==> config.mk <==
export PLATFORM = sky130hd
export DESIGN_NAME = top
export DESIGN_NICKNAME = d
export VERILOG_FILES = /design/src/rtl/top.sv
export SDC_FILE = /design/constraint.sdc
export NUM_CORES = 1
export LEC_CHECK = 0
export ABC_AREA = 1
export CAP_MARGIN = 20
export CORE_ASPECT_RATIO = 0.5
export CORE_MARGIN = 5
export CORE_UTILIZATION = 40
export CTS_CLUSTER_DIAMETER = 40
export DETAILED_ROUTE_END_ITERATION = 7
export SLEW_MARGIN = 5
export SYNTH_ARGS = -nofsm -noshare
export SYNTH_HDL_FRONTEND = slang
export SYNTH_SLANG_ARGS = --single-unit
==> constraint.sdc <==
create_clock -name CLK -period 6.2 [get_ports CLK]
set_input_delay 1.24 -clock CLK [delete_from_list [all_inputs] [get_ports CLK]]
set_output_delay 1.24 -clock CLK [all_outputs]
set_load 0.01 [all_outputs]
==> src/rtl/top.sv <==
// top: memory-backed arithmetic engine (reciprocal, fractional divide, sqrt).
// Ports: CLK clock; START sync reset/launch (run on fall); DONE results stored.

module data_mem #(
  parameter int DEPTH = 256
) (
  input  logic       clk_i,
  input  logic       we_i,
  input  logic [7:0] waddr_i,
  input  logic [7:0] wdata_i,
  input  logic [7:0] raddr_i,
  output logic [7:0] rdata_o
);
  logic [7:0] MyMemory [0:DEPTH-1];

  always_ff @(posedge clk_i) begin
    if (we_i) MyMemory[waddr_i] <= wdata_i;
  end

  assign rdata_o = MyMemory[raddr_i];
endmodule

module top #(
  parameter int MEM_DEPTH   = 256,
  parameter int MAX_LATENCY = 2000
) (
  input  logic CLK,
  input  logic START,
  output logic DONE
);
  localparam int WORST_LAT = 40;

  if (MEM_DEPTH != 256) begin : g_bad_depth
    $error("top: byte addresses are 8 bits, MEM_DEPTH must be 256");
  end
  if (MAX_LATENCY < WORST_LAT) begin : g_bad_lat
    $error("top: MAX_LATENCY below worst-case run length");
  end

  typedef enum logic [2:0] {
    IDLE, LOAD, CALC, ROUND, STORE, FIN
  } state_t;

  state_t      state_q, state_d;
  // Holds JOB-1, so the all-zero power-up state selects job 1.
  logic [1:0]  job_q, job_d;
  logic [4:0]  cnt_q, cnt_d;
  logic [15:0] op_q, op_d;
  logic [24:0] dvd_q, dvd_d;
  logic [15:0] div_q, div_d;
  logic [24:0] quo_q, quo_d;
  logic [15:0] rem_q, rem_d;
  logic [15:0] sx_q, sx_d;
  logic [7:0]  root_q, root_d;
  logic [9:0]  srem_q, srem_d;
  logic [23:0] res_q, res_d;

  logic        mem_we;
  logic [7:0]  mem_waddr, mem_raddr, mem_wdata, mem_rdata;

  logic        is_j2, is_j3;
  logic [7:0]  ld_base, st_base;
  logic [4:0]  ld_last, st_last, calc_last;
  logic [1:0]  job_nxt;

  logic [16:0] d_trial;
  logic [11:0] s_trial;
  logic [15:0] ld_val;
  logic [15:0] r16;
  logic [23:0] r24;
  logic        sq_up;
  logic [7:0]  r8;

  data_mem #(
    .DEPTH(MEM_DEPTH)
  ) MyDataMem (
    .clk_i  (CLK),
    .we_i   (mem_we),
    .waddr_i(mem_waddr),
    .wdata_i(mem_wdata),
    .raddr_i(mem_raddr),
    .rdata_o(mem_rdata)
  );

  assign is_j2 = (job_q == 2'd1);
  assign is_j3 = (job_q == 2'd2);

  always_comb begin
    ld_base   = 8'd8;
    ld_last   = 5'd1;
    st_base   = 8'd10;
    st_last   = 5'd1;
    calc_last = 5'd24;
    job_nxt   = 2'd1;
    unique case (1'b1)
      is_j2: begin
        ld_base = 8'd0;
        ld_last = 5'd2;
        st_base = 8'd4;
        st_last = 5'd2;
        job_nxt = 2'd2;
      end
      is_j3: begin
        ld_base   = 8'd13;
        st_base   = 8'd15;
        st_last   = 5'd0;
        calc_last = 5'd7;
        job_nxt   = 2'd0;
      end
      default: ;
    endcase
  end

  assign mem_raddr = ld_base + {3'd0, cnt_q};
  assign mem_waddr = st_base + {3'd0, cnt_q};
  assign mem_wdata = res_q[23:16];

  // Operand bytes arrive MSB first; the last byte is still on the read port.
  assign ld_val  = {op_q[7:0], mem_rdata};
  assign d_trial = {rem_q, dvd_q[24]};
  assign s_trial = {srem_q, sx_q[15:14]};

  // Quotient LSB is the half bit below the kept result.
  assign r16   = quo_q[16:1] + {15'd0, quo_q[0]};
  assign r24   = quo_q[24:1] + {23'd0, quo_q[0]};
  // X - r*r > r  <=>  X > r*r + r
  assign sq_up = (srem_q > {2'b00, root_q});
  assign r8    = (sq_up && root_q != 8'hFF) ? root_q + 8'd1 : root_q;

  always_comb begin
    state_d = state_q;
    job_d   = job_q;
    cnt_d   = cnt_q;
    op_d    = op_q;
    dvd_d   = dvd_q;
    div_d   = div_q;
    quo_d   = quo_q;
    rem_d   = rem_q;
    sx_d    = sx_q;
    root_d  = root_q;
    srem_d  = srem_q;
    res_d   = res_q;
    mem_we  = 1'b0;

    unique case (state_q)
      IDLE: begin
        state_d = LOAD;
        cnt_d   = 5'd0;
      end
      LOAD: begin
        op_d  = ld_val;
        cnt_d = cnt_q + 5'd1;
        if (cnt_q == ld_last) begin
          cnt_d   = 5'd0;
          rem_d   = 16'd0;
          quo_d   = 25'd0;
          srem_d  = 10'd0;
          root_d  = 8'd0;
          state_d = CALC;
          unique case (1'b1)
            is_j3: sx_d = ld_val;
            is_j2: begin
              dvd_d = {op_q, 9'd0};
              div_d = {8'd0, mem_rdata};
              if (mem_rdata == 8'd0) begin
                res_d   = 24'hFFFFFF;
                state_d = STORE;
              end
            end
            default: begin
              // 2^16 / D keeps the result plus its round bit.
              dvd_d = 25'h0010000;
              div_d = ld_val;
              if (ld_val == 16'd0) begin
                res_d   = {16'hFFFF, 8'h00};
                state_d = STORE;
              end
            end
          endcase
        end
      end
      CALC: begin
        if (is_j3) begin
          sx_d = {sx_q[13:0], 2'b00};
          if (s_trial >= {2'b00, root_q, 2'b01}) begin
            srem_d = s_trial[9:0] - {root_q, 2'b01};
            root_d = {root_q[6:0], 1'b1};
          end else begin
            srem_d = s_trial[9:0];
            root_d = {root_q[6:0], 1'b0};
          end
        end else begin
          dvd_d = {dvd_q[23:0], 1'b0};
          if (d_trial >= {1'b0, div_q}) begin
            rem_d = d_trial[15:0] - div_q;
            quo_d = {quo_q[23:0], 1'b1};
          end else begin
            rem_d = d_trial[15:0];
            quo_d = {quo_q[23:0], 1'b0};
          end
        end
        if (cnt_q == calc_last) begin
          state_d = ROUND;
          cnt_d   = 5'd0;
        end else begin
          cnt_d = cnt_q + 5'd1;
        end
      end
      ROUND: begin
        state_d = STORE;
        cnt_d   = 5'd0;
        unique case (1'b1)
          is_j3:   res_d = {r8, 16'h0000};
          is_j2:   res_d = r24;
          default: res_d = {r16, 8'h00};
        endcase
      end
      STORE: begin
        mem_we = 1'b1;
        res_d  = {res_q[15:0], 8'h00};
        if (cnt_q == st_last) begin
          state_d = FIN;
          job_d   = job_nxt;
        end else begin
          cnt_d = cnt_q + 5'd1;
        end
      end
      FIN: ;
      default: state_d = IDLE;
    endcase

    // An abort must not land a partial result.
    if (START) mem_we = 1'b0;
  end

  always_ff @(posedge CLK) begin
    if (START) begin
      state_q <= IDLE;
    end else begin
      state_q <= state_d;
      job_q   <= job_d;
    end
    cnt_q  <= cnt_d;
    op_q   <= op_d;
    dvd_q  <= dvd_d;
    div_q  <= div_d;
    quo_q  <= quo_d;
    rem_q  <= rem_d;
    sx_q   <= sx_d;
    root_q <= root_d;
    srem_q <= srem_d;
    res_q  <= res_d;
  end

  assign DONE = (state_q == FIN) && !START;
endmodule

==> results.json <==
{
  "yosys_warnings": 0,
  "antenna_found_initial": 0,
  "ir_drop_mv": 0.284,
  "grt_first_pass_wirelength_um": 121000,
  "power_frac_comb_pct": 27.7,
  "hp-class": "register to register",
  "initial_utilization_pct": 40.7,
  "hpwl_um": 47200,
  "cts-resized-gates": 0,
  "cp-start-kind": "register",
  "place.gp.congestion": 0.910,
  "die_x_um": 402,
  "grt_pass1_vias": 19695,
  "die_h_um": 206,
  "seqPwrFrac_pct": 41.4,
  "final.setup.tns_ns": 0,
  "setup_viol": 0,
  "synth_area_per_cell_um2": 10.3,
  "path_max_fanout": 24,
  "clockBufferDepth": 3,
  "synth_commonest_cells": "nand2_1, edfxtp_1, nand3_1",
  "row_count": 71,
  "worst_path_max_delay_cell": "xor2_2",
  "drv_cap": 0,
  "async_reset_ff_share_pct": 0,
  "period_minus_slack_ns": 5.00,
  "worst_pin_slew_ns": 1.04,
  "dr_total_vias": 21197,
  "final_cell_count_no_fill": 4062,
  "vias_per_cell": 5.22,
  "gr-total-overflow": 0,
  "layout-drive-gt1-share_pct": 5.89,
  "clock.fmax_mhz": 200,
  "yosysSeqAreaShare_pct": 65.2,
  "ioPinCount": 3,
  "synth_most_common_cell": "nand2_1",
  "end_kind": "register",
  "yosysUniqueCellTypes": 46,
  "clk_pin_slew_ns": 0.07,
  "switchingPower_mw": 4.99,
  "syn_inst": 2982,
  "cts_buffers": 74,
  "synth_seq_cells": 669,
  "dr.pass1.iters": 5,
  "area_growth_pct": 11.5,
  "io_buffers": 2,
  "finalNetCount": 3025,
  "syn-cell-area_um2": 30800,
  "grtUsageTotal_pct": 19.0,
  "synthTopCellsByArea": "edfxtp_1, nand2_1, nand3_1",
  "drc": 0,
  "outcome": "finished clean",
  "utilization_pct": 45.3,
  "leakagePower_nw": 13.4,
  "internal-power_mw": 9.03,
  "post_cts_buffers": 0,
  "synth_edf_count": 666,
  "hold_ws_ns": 0.517,
  "synth-main-ff-cell": "edfxtp_1",
  "yosysTopAreaCell": "edfxtp_1",
  "finalWirelength_um": 79400,
  "fin_crit_sh_pct": 80.7,
  "relSlewSlack_pct": 30.5,
  "design.die.area_um2": 82900,
  "synth_top_area_share_pct": 65.0,
  "cts.sinks": 669,
  "cp.arrival_ns": 5.28,
  "insertion_delay_ns": 0.63,
  "maxSlewViolCount": 0,
  "grt_max_degree": 103,
  "place_inst": 3927,
  "ant_nets": 0,
  "diodes": 0,
  "post_drt_wl_per_cell_um": 19.6,
  "cts_tree": "done",
  "cp.required_ns": 6.48,
  "critPathMaxStageDelay_ns": 0.66,
  "switching_share_pct": 35.6,
  "fin_skew_ns": 0.0240,
  "htreeDepth": 3,
  "path_class": "register to register",
  "rsz0062_at_grt": "false",
  "finalHoldViolCount": 0,
  "holdBufCountCts": 0,
  "core_um2": 75700,
  "cp_cell_sequence": "inv_1 > ha_1 > inv_1 > ha_1 > nand3_1 > nand3_2 > xor2_2 > nand3_1 > nand3_1 > nand2_1 > nor2_1 > nand2_1 > nor2_1 > o211ai_1 > nand2_1 > buf_4",
  "drtIter0Drc": 2241,
  "pwr-share-clk_pct": 30.9,
  "power_density_nw_per_um2": 409,
  "root_buffer": "clkbuf_16"
}
[final cells by class]
class | count | area [um2]
Clock buffer | 79 | 1870
Fill cell | 7002 | 41400
Multi-Input combinational cell | 1773 | 8600
Tap cell | 1022 | 1280
Sequential cell | 669 | 20100
Timing Repair Buffer | 36 | 370
Inverter | 428 | 1610
Clock inverter | 55 | 509
[power groups by stage]
stage / combinational (mW) / clock [mW] / sequential, mW
2_1_floorplan: 2.56 / 0 / 5.88
3_3_place_gp: 3.81 / 0 / 5.89
3_5_place_dp: 3.84 / 0 / 5.89
4_1_cts: 3.87 / 4.40 / 5.80
5_1_grt: 4.29 / 4.60 / 5.83
6_report: 3.89 / 4.34 / 5.80
[flip-flops by register name, summed over array words and instances, names as in the netlist]
name                flops
rem_q                  16
root_q                  8
sx_q                   16
srem_q                 10
res_q                  24
cnt_q                   5
state_q                 3
div_q                  16
quo_q                  25
MyDataMem.MyMemory    512
op_q                   16
job_q                   2
dvd_q                  16
[metal layers]
layer / global-route usage, % / part of all wire, % / vias up
li1: - / - / 10031
met4: 5.76 / 2.8 / 0
met3: 3.21 / 7.3 / 125
met5: 0 / 0 / -
met2: 29.7 / 45 / 731
met1: 27.3 / 45 / 10310
[critical path, delay by kind of cell (launching register included)]
kind,cells,cell delay [ns]
simple gates,9,1.35
fa+ha+maj,2,1.16
buf+inv,3,0.91
xor+xnor,1,0.66
flops,1,0.43
compound gates,1,0.12
[cells in the final DEF, fill, tap and decap left out, types with 4 or more instances in the layout]
master	count
nand3b_1	52
edfxtp_1	666
clkinvlp_4	11
o22ai_1	5
ha_1	38
a31oi_1	7
conb_1	32
nand2_1	702
o21ai_0	85
nand4_1	8
clkbuf_16	74
clkinv_4	5
xor2_1	26
a21oi_1	78
nor2_1	168
or2_2	5
a22o_1	8
buf_12	6
xnor2_1	12
a211oi_1	4
a22oi_1	4
nand3_1	474
inv_6	14
inv_1	419
nor3_1	12
buf_4	27
clkinv_1	11
nor4_1	4
clkinv_2	7
o211ai_1	23
inv_8	5
clkbuf_1	5
[cells by family (layout without fill, tap and decap cells)]
kind of cell	count (synthesis)	after routing	synth area share, %
buffers and inverters	571	598	7.36
XOR/XNOR	40	40	1.19
flip-flops	669	669	65.2
other	1	32	0.0122
adder cells (fa/ha/maj)	41	41	1.72
AND/OR/NAND/NOR	1432	1432	20.3
AO/OA/AOI/OAI	228	228	4.23
[metrics by stage]
step | setup WS, ns | total power, mW | area, um2
after floorplan | 1.68 | 8.44 | 30900
after global placement | 1.39 | 9.70 | 31900
after detailed placement | 1.29 | 9.73 | 31900
after CTS | 1.25 | 14.1 | 34300
after global routing | 0.787 | 14.7 | 34300
final | 1.20 | 14.0 | 34300
[worst paths after layout]
check                                             start                 endpoint  slack, ns  cells after the start
worst max-delay path                 job_q[1]$_DFFE_PP_       res_q[6]$_DFFE_PP_       1.20                     16
worst min-delay path            state_q[0]$_SDFFE_PP0P_  state_q[0]$_SDFFE_PP0P_       0.52                      2
worst max register to register       job_q[1]$_DFFE_PP_       res_q[6]$_DFFE_PP_       1.20                     16
worst min register to register  state_q[0]$_SDFFE_PP0P_  state_q[0]$_SDFFE_PP0P_       0.52                      2
Note: power is estimated with default switching activity, not from simulation.
